### src/rtl/note_tone_gen_if.sv
// Note-code, beat and speaker signal bundle between the song sequencers and
// the tone generator.
interface note_tone_gen_if;
    logic       quarter_beat;
    logic [3:0] note;
    logic       enable;
    logic       speaker;
    logic       playing;
    logic [3:0] cur_note;

    modport master (
        output quarter_beat, note, enable,
        input  speaker, playing, cur_note
    );

    modport slave (
        input  quarter_beat, note, enable,
        output speaker, playing, cur_note
    );
endinterface

### src/rtl/note_tone_gen.sv
// Square-wave tone generator: samples the note code on each quarter-beat rise
// and drives the speaker, with a silent gap between two different pitches.
module note_tone_gen #(
    parameter int unsigned     GAP_CYCLES = 500000,
    parameter logic [8*18-1:0] HALF_TABLE = {18'd191110, 18'd170265, 18'd151685, 18'd143172,
                                             18'd127551, 18'd113636, 18'd101239, 18'd95557}
) (
    input  logic            clk_i,
    input  logic            rst_i,
    note_tone_gen_if.slave  bus
);
    // state | meaning
    // IDLE  | silent, no pitch selected, cur_note = 8
    // TONE  | square wave at HALF[cur] cycles per half period
    // GAP   | silent articulation gap before the pending pitch
    typedef enum logic [1:0] {ST_IDLE, ST_TONE, ST_GAP} state_t;

    localparam int GCNT_W = (GAP_CYCLES > 0) ? $clog2(GAP_CYCLES + 1) : 1;
    localparam logic [GCNT_W-1:0] GAP_LOAD = (GAP_CYCLES > 0) ? GCNT_W'(GAP_CYCLES - 1) : '0;
    localparam logic [3:0] NOTE_NONE = 4'd8;

    function automatic logic [17:0] half_m1(input logic [2:0] code);
        return HALF_TABLE[int'(code)*18 +: 18] - 18'd1;
    endfunction

    state_t              state_q, state_d;
    logic [17:0]         cnt_q, cnt_d;
    logic [GCNT_W-1:0]   gcnt_q, gcnt_d;
    logic                ph_q, ph_d;
    logic [3:0]          cur_q, cur_d;
    logic [2:0]          sync_q;
    logic                beat_rise;
    logic                note_valid;

    // sync_q[0..2] = b1..b3; the beat is asynchronous to clk_i
    always_ff @(posedge clk_i) begin
        if (rst_i) begin
            sync_q <= '0;
        end else begin
            sync_q <= {sync_q[1:0], bus.quarter_beat};
        end
    end

    assign beat_rise  = sync_q[1] & ~sync_q[2];
    assign note_valid = ~bus.note[3];

    always_ff @(posedge clk_i) begin
        if (rst_i) begin
            state_q <= ST_IDLE;
            cnt_q   <= '0;
            gcnt_q  <= '0;
            ph_q    <= 1'b0;
            cur_q   <= NOTE_NONE;
        end else begin
            state_q <= state_d;
            cnt_q   <= cnt_d;
            gcnt_q  <= gcnt_d;
            ph_q    <= ph_d;
            cur_q   <= cur_d;
        end
    end

    always_comb begin
        state_d = state_q;
        cnt_d   = cnt_q;
        gcnt_d  = gcnt_q;
        ph_d    = ph_q;
        cur_d   = cur_q;
        case (state_q)
            ST_IDLE: begin
                ph_d  = 1'b0;
                cur_d = NOTE_NONE;
                if (beat_rise && note_valid) begin
                    state_d = ST_TONE;
                    cur_d   = bus.note;
                    ph_d    = 1'b1;
                    cnt_d   = half_m1(bus.note[2:0]);
                end
            end
            ST_TONE: begin
                // A repeated code falls through to the free-running toggle path.
                if (beat_rise && (bus.note != cur_q)) begin
                    if (!note_valid) begin
                        state_d = ST_IDLE;
                        ph_d    = 1'b0;
                        cur_d   = NOTE_NONE;
                        cnt_d   = '0;
                    end else if (GAP_CYCLES > 0) begin
                        state_d = ST_GAP;
                        ph_d    = 1'b0;
                        cur_d   = bus.note;
                        gcnt_d  = GAP_LOAD;
                        cnt_d   = '0;
                    end else begin
                        cur_d   = bus.note;
                        ph_d    = 1'b1;
                        cnt_d   = half_m1(bus.note[2:0]);
                    end
                end else if (cnt_q == '0) begin
                    ph_d  = ~ph_q;
                    cnt_d = half_m1(cur_q[2:0]);
                end else begin
                    cnt_d = cnt_q - 18'd1;
                end
            end
            ST_GAP: begin
                ph_d = 1'b0;
                if (beat_rise && !note_valid) begin
                    state_d = ST_IDLE;
                    cur_d   = NOTE_NONE;
                end else begin
                    if (beat_rise) begin
                        cur_d = bus.note;
                    end
                    if (gcnt_q == '0) begin
                        state_d = ST_TONE;
                        ph_d    = 1'b1;
                        cnt_d   = half_m1(cur_d[2:0]);
                    end else begin
                        gcnt_d = gcnt_q - 1'b1;
                    end
                end
            end
            default: begin
                state_d = ST_IDLE;
                ph_d    = 1'b0;
                cur_d   = NOTE_NONE;
            end
        endcase
    end

    assign bus.speaker  = ph_q & bus.enable;
    assign bus.playing  = (state_q != ST_IDLE);
    assign bus.cur_note = cur_q;

endmodule

### src/flat_wrapper.sv
// flat-port wrapper written by rule: the top's interface ports become plain ports
module note_tone_gen_flat 
#(
    parameter int unsigned     GAP_CYCLES = 500000,
    parameter logic [8*18-1:0] HALF_TABLE = {18'd191110, 18'd170265, 18'd151685, 18'd143172,
                                             18'd127551, 18'd113636, 18'd101239, 18'd95557}
)
  (clk_i, rst_i, bus_quarter_beat, bus_note, bus_enable, bus_speaker, bus_playing, bus_cur_note);
  note_tone_gen_if bus_i ();
  input  logic clk_i;
  input  logic rst_i;
  input wire logic [$bits(bus_i.quarter_beat)-1:0] bus_quarter_beat;
  input wire logic [$bits(bus_i.note)-1:0] bus_note;
  input wire logic [$bits(bus_i.enable)-1:0] bus_enable;
  output wire logic [$bits(bus_i.speaker)-1:0] bus_speaker;
  output wire logic [$bits(bus_i.playing)-1:0] bus_playing;
  output wire logic [$bits(bus_i.cur_note)-1:0] bus_cur_note;
  assign bus_i.quarter_beat = bus_quarter_beat;
  assign bus_i.note = bus_note;
  assign bus_i.enable = bus_enable;
  assign bus_speaker = bus_i.speaker;
  assign bus_playing = bus_i.playing;
  assign bus_cur_note = bus_i.cur_note;
  note_tone_gen #(.GAP_CYCLES(GAP_CYCLES), .HALF_TABLE(HALF_TABLE)) u_core (.clk_i(clk_i), .rst_i(rst_i), .bus(bus_i));
endmodule
### config.mk
export PLATFORM = sky130hd
export DESIGN_NAME = note_tone_gen_flat
export DESIGN_NICKNAME = d
export VERILOG_FILES = /design/src/rtl/note_tone_gen_if.sv /design/src/rtl/note_tone_gen.sv /design/src/flat_wrapper.sv
export SDC_FILE = /design/constraint.sdc
export NUM_CORES = 1
export LEC_CHECK = 0
export ABC_AREA = 0
export CORE_UTILIZATION = 45
export CTS_CLUSTER_DIAMETER = 200
export DETAILED_ROUTE_END_ITERATION = 7
export PLACE_DENSITY = 0.73
export SLEW_MARGIN = 20
export SYNTH_ARGS = -nofsm -noshare
export SYNTH_HDL_FRONTEND = slang
export SYNTH_SLANG_ARGS = --single-unit
### constraint.sdc
create_clock -name clk_i -period 11.2 [get_ports clk_i]
set_clock_uncertainty 0.05 [all_clocks]
set_input_delay 2.24 -clock clk_i [delete_from_list [all_inputs] [get_ports clk_i]]
set_output_delay 2.24 -clock clk_i [all_outputs]
set_load 0.005 [all_outputs]
==> out/metrics.yaml, run 1 <==
status: "completed"
maxCapViolCount: 0
grt_first_pass_wirelength_um: 15210
cts_sinks: 47
syn_to_final_growth_pct: 6.929
grt_pass1_vias: 3167
rows: 31
grt_overflow_total: 0
track_usage_pct: 22.66
worstMarginPinSlew_ps: 1022
drt_iter0_markers: 316
post-dp-hpwl_um: 6541
initial_core_util_pct: 47.29
synth_seq_cells: 47
io_pins: 14
grt_max_degree: 41
clk_pin_slew_ps: 80
netlist_area_sq_mm: 0.003467
clock_path_buffers: 2
cp_slowest_cell: "clkdlybuf4s50_1"
syn-num-nets: 465
post_cts_buffers: 0
min_period_ps: 5583
firstDrtPassIters: 6
io_buffer_count: 13
ant_nets: 0
rsz0062_at_grt: "false"
totalWireLength_um: 9040
synthArstFlopShare_pct: 0
synth_ff_type: "dfxtp_1"
max_stage_delay_ps: 490
netlist_instances: 443
whs_ps: 398.8
yosysWarnings: 0
coreArea_sq_mm: 0.007331
hold_violations: 0
synth_edf_count: 0
clockRootBuffer: "clkbuf_8"
cts_made_buffers: 5
seq_area_frac_synth_pct: 27.14
clk_latency_ps: 310
crit_arrival_ps: 3290
crit_buf_inv: 2
cts_tree: "done"
total_power_w: 0.0004654
power_density_mw_per_mm2: 125.5
path_max_fanout: 1
grt_antenna_before_repair: 0
fill_cells: 699
via_per_inst: 6.257
worstPathCellList: "clkdlybuf4s50_1 > and2_1 > clkdlybuf4s50_1"
start_kind: "primary input"
worstPathRequired_ps: 8910
vdd_drop_max_mv: 0.06164
ys_types: 75
crit_path_frequent_cell: "clkdlybuf4s50_1"
final_max_slew_viol_count: 0
fmax_mhz: 179.1
drc_errors: 0
chipWidth_um: 89.78
dieArea_sq_mm: 0.008060
synth.avg_cell_area_sq_um: 7.826
wl_per_cell_um: 16.74
slew_headroom_pct: 31.87
finalSetupTns_ps: 0
htree_levels: 2
fin_nets: 462
holdBufCountCts: 0
die_y_um: 89.78
critPathKind: "in -> out"
drive_gt1_share_pct: 7.937
cts_resized: 0
regArea_sq_um: 940.9
setup_viol: 0
crit_family: "buffers and inverters"
leakage_nw: 1.307
finalCritPeriodShare_pct: 49.84
via_count: 3379
n_antenna_cell: 0
setup.worst_path.end_class: "primary output"
multiInputGateArea_sq_mm: 0.002328
min_path_type: "reg -> reg"
gp_congestion: 0.9942
-- flip-flops by register name, summed over array words and instances (netlist names) --
signal	flops
u_core.state_q	2
u_core.bus.cur_note	4
u_core.cnt_q	18
u_core.ph_q	1
u_core.sync_q	3
u_core.gcnt_q	19
-- cells by family after synthesis --
group	count (synthesis)	synth area share [%]
and+or+nand+nor	192	29.12
AOI/OAI and AO/OA	121	25.08
DFF	47	27.14
buffers and inverters	38	5.702
xor gates and xnor gates	29	7.326
adders and majority gates	14	5.052
muxes	2	0.5774
-- layout make-up --
| class | instances | area share, % |
|---|---|---|
| multi-input cells | 358 | 62.81 |
| flip-flops and latches | 47 | 25.38 |
| repair buffers | 16 | 4.117 |
| well taps | 99 | 3.341 |
| clock buffers | 5 | 1.856 |
| clock inverters | 3 | 1.282 |
| inverters | 12 | 1.215 |
-- worst reg2reg max path, cell delays in order (launching register included) --
cell and delay [ps]:
dfxtp_1 910, inv_1 330, nor2_1 180, a21oi_1 80, a21oi_1 280, ha_1 230, or3b_4 430, or4_4 510
nor3_4 200, o21ai_2 150, o21a_1 200, o32a_1 330, a211oi_2 200
-- power breakdown --
group | switching (W) | internal, W | leakage (nW)
Sequential | 0.00000940 | 0.000173 | 0.381
Clock | 0.0000629 | 0.0000677 | 0.0587
Combinational | 0.0000924 | 0.0000600 | 0.867
-- cells in the final DEF, fill, tap and decap left out, types with 4 or more instances in the layout --
master	count
clkbuf_8	5
nor4_1	7
a31oi_1	10
a21oi_1	27
nor2b_1	7
inv_1	12
nand2_1	37
o22ai_1	5
nor2_1	58
a311oi_1	5
o21ai_0	17
xnor2_1	11
dfxtp_1	47
a211oi_1	7
a221oi_1	6
nand3b_1	5
nand3_1	12
nand2b_1	11
nand4_1	6
xor2_1	18
o21bai_1	4
nor3_1	21
ha_1	14
clkdlybuf4s50_1	13
-- worst paths after layout --
kind	start	endpoint	slack, ps	cells past startpoint
worst min-delay path	u_core.sync_q[0]	u_core.sync_q[1]	400	1
worst max-delay path	bus_enable	bus_speaker	5620	3
worst min register to register	u_core.sync_q[0]	u_core.sync_q[1]	400	1
worst max register to register	u_core.bus.cur_note[2]	u_core.cnt_q[16]	7050	12
-- cells in the mapped netlist, drive strengths merged (11+ instances only) --
library cell | instances | area, sq um
nor2 | 58 | 217.7
dfxtp | 47 | 940.9
nand2 | 37 | 138.9
a21oi | 27 | 135.1
nor3 | 23 | 131.4
clkbuf | 20 | 105.1
o21ai | 20 | 103.9
xor2 | 18 | 157.7
ha | 14 | 175.2
nand3 | 13 | 70.07
inv | 12 | 45.04
nand2b | 11 | 68.82
xnor2 | 11 | 96.34
-- per-layer routing --
layer  GRT usage, %  share of wire (%)  up-vias
met5              0                  0        -
met4          9.699                2.9        0
met3          3.215                6.5       27
met2          38.01                 48      169
met1          28.97                 43     1562
li1               -                  -     1621
-- metrics by stage --
stage | worst slack, ps | utilization [%] | area (sq um) | instances
finish | 5617 | 50.57 | 3707 | 540
global route | 5554 | 50.57 | 3707 | 540
CTS | 5614 | 50.57 | 3707 | 540
detailed placement | 5617 | 48.98 | 3591 | 532
global placement | 5618 | 48.98 | 3591 | 532
floorplan | 6527 | - | 3467 | 443
No activity file was read; power rests on OpenSTA's default activity.
==> run 2, diff against run 1 <==
==> constraint.sdc (replaced) <==
create_clock -name clk_i -period 5.3 [get_ports clk_i]
set_clock_uncertainty 0.05 [all_clocks]
set_input_delay 1.06 -clock clk_i [delete_from_list [all_inputs] [get_ports clk_i]]
set_output_delay 1.06 -clock clk_i [all_outputs]
set_load 0.005 [all_outputs]
==> run 2 against run 1 <==
Via count is 0.77% lower. Clock power is 79% higher. Largest cell class unchanged. Register-to-register slack worse by 5900 ps. Sequential power is 110% higher. Flip-flop and latch count stayed put. Die area stayed put. Cell count stayed put. Routed wire length is 2.5% higher.
==> out/metrics.yaml, run 2 (synthesized netlist as in run 1, its figures left out) <==
status: "completed"  # unchanged
gp_congestion: 1.018  # was 0.9942
min-delay-start: "u_core.sync_q[0]"  # unchanged
vdd_drop_max_mv: 0.1658  # was 0.06164 mV
wl_per_cell_um: 17.16  # was 16.74 um
maxCapViolCount: 0  # unchanged
power_density_mw_per_mm2: 257.6  # was 125.5 mW/mm^2
chipWidth_um: 89.78  # unchanged
rsz0062_at_grt: "false"  # unchanged
drt_iter0_markers: 353  # was 316
die_y_um: 89.78  # unchanged
layout_common_cells: "nor2_1, dfxtp_1, nand2_1"  # unchanged
initial_core_util_pct: 47.29  # unchanged
syn_to_final_growth_pct: 6.352  # was 6.929%
hold_violations: 0  # unchanged
start_kind: "register"  # was primary input
track_usage_pct: 23.02  # was 22.66%
drive_gt1_share_pct: 7.937  # unchanged
whs_ps: 394.6  # was 398.8 ps
totalWireLength_um: 9267  # was 9040 um
leakage_nw: 1.295  # was 1.307 nW
largest_reg_flops: 19  # unchanged
io_pins: 14  # unchanged
dieArea_sq_mm: 0.008060  # unchanged
worstPathRequired_ps: 5480  # was 8910 ps
hold_end: "u_core.sync_q[1]"  # unchanged
grt_antenna_before_repair: 0  # unchanged
cts_resized: 0  # unchanged
io_buffer_count: 13  # unchanged
cts_made_buffers: 5  # unchanged
coreArea_sq_mm: 0.007331  # unchanged
path_max_fanout: 23  # was 1
finalSetupTns_ps: 0  # unchanged
finalCritPeriodShare_pct: 77.96
grt_pass1_vias: 3034  # was 3167
worstMarginPinSlew_ps: 1034  # was 1022 ps
whs_path_depth: 1  # unchanged
htree_levels: 2  # unchanged
firstDrtPassIters: 5  # was 6
post-dp-hpwl_um: 6893  # was 6541 um
holdBufCountCts: 0  # unchanged
setup_viol: 0  # unchanged
rows: 31  # unchanged
cts_tree: "done"  # unchanged
drc_errors: 0  # unchanged
crit_arrival_ps: 4310  # was 3290 ps
p_int_w: 0.0005906  # was 0.0003007 W
ant_nets: 0  # unchanged
final_max_slew_viol_count: 0  # unchanged
via_per_inst: 6.209  # was 6.257
min_period_ps: 4132
rr_worst_depth: 12  # unchanged
min_path_type: "reg -> reg"  # unchanged
layout_commonest_cell: "nor2_1"  # unchanged
clk_latency_ps: 310  # about the same
switching_share_pct: 37.82  # was 35.39%
top_register: "u_core.gcnt_q"  # unchanged
worstReg2RegEnd: "u_core.cnt_q[16]"  # unchanged
post_cts_buffers: 0  # unchanged
clock_path_buffers: 2  # unchanged
grt_first_pass_wirelength_um: 15120  # was 15210 um
fill_cells: 714  # was 699
cts_sinks: 47  # unchanged
final_cells: 540  # unchanged
fmax_mhz: 242.0
critPathKind: "reg -> reg"  # was in -> out
pwr-share-seq_pct: 40.6  # was 39.2%
combPwrFrac_pct: 34.7  # was 32.7%
reg2reg_from: "u_core.bus.cur_note[2]"  # unchanged
grt_overflow_total: 0  # unchanged
dp.cells: 532  # unchanged
slew_headroom_pct: 31.09  # was 31.87%
clk_pin_slew_ps: 90  # was 80 ps
setup.worst_path.end_class: "register"  # was primary output
pwr-share-clk_pct: 24.8  # was 28.1%
p_sw_w: 0.0003591  # was 0.0001647 W
n_antenna_cell: 0  # unchanged
clockRootBuffer: "clkbuf_8"  # unchanged
via_count: 3353  # was 3379
fin_nets: 462  # unchanged
rrSetupSlack_ps: 1170  # was 7050 ps
grt_max_degree: 27  # was 41
## run 2: changes by cell type in the layout (fill, tap and decap cells not counted), sizes merged
cell	delta
clkinvlp	+1
clkinv	-1
bufinv	-1
inv	+1
## run 2: power by group through the flow
| stage | combinational [W] | clock [W] | sequential [W] |
|---|---|---|---|
| after floorplan | 0.000257 | 0 | 0.000386 |
| after global placement | 0.000320 | 0 | 0.000393 |
| after detailed placement | 0.000321 | 0 | 0.000393 |
| after CTS | 0.000323 | 0.000238 | 0.000385 |
| after global routing | 0.000355 | 0.000255 | 0.000387 |
| final | 0.000329 | 0.000235 | 0.000385 |
## run 2: through the flow
step                utilization, %  power [W]  worst slack (ps)  instance area, sq um
floorplan                        -  0.0006429              1708                  3467
global placement             48.98  0.0007121              1264                  3591
detailed placement           48.98  0.0007139              1232                  3591
CTS                          50.30  0.0009455              1199                  3687
global route                 50.30  0.0009978              1005                  3687
finish                       50.30  0.0009497              1168                  3687
## run 2: worst max-delay path by stage
stage	start	to
floorplan	u_core.bus.cur_note[0]	u_core.cnt_q[16]
finish	u_core.bus.cur_note[2]	u_core.cnt_q[16]
CTS	u_core.bus.cur_note[2]	u_core.cnt_q[16]
global route	u_core.bus.cur_note[2]	u_core.cnt_q[16]
detailed placement	u_core.bus.cur_note[2]	u_core.cnt_q[16]
global placement	u_core.bus.cur_note[2]	u_core.cnt_q[16]
## run 2: layer usage
layer	track usage, %	wire length (um)	vias up
li1	-	-	1619
met1	30.49	4053	1587
met2	37.56	4430	120
met3	3.299	482	27
met4	9.290	302	0
met5	0	0	-
## run 2: layout make-up
cell class	count	area, sq um	share of cell area, %
Sequential cell	47	940.9	25.52
Tap cell	99	123.9	3.359
Clock buffer	5	68.82	1.866
Inverter	12	45.04	1.222
Multi-Input combinational cell	358	2328	63.15
Timing Repair Buffer	16	152.6	4.140
Clock inverter	3	27.53	0.7465
## run 2: critical path, stage by stage (launching register included)
cell and delay, ps:
dfxtp_1 850, inv_1 320, nor2_1 180, a21oi_1 90
a21oi_1 290, ha_1 240, or3b_4 430, or4_4 500
nor3_4 210, o21ai_2 150, o21a_1 210, o32a_1 330
a211oi_2 200
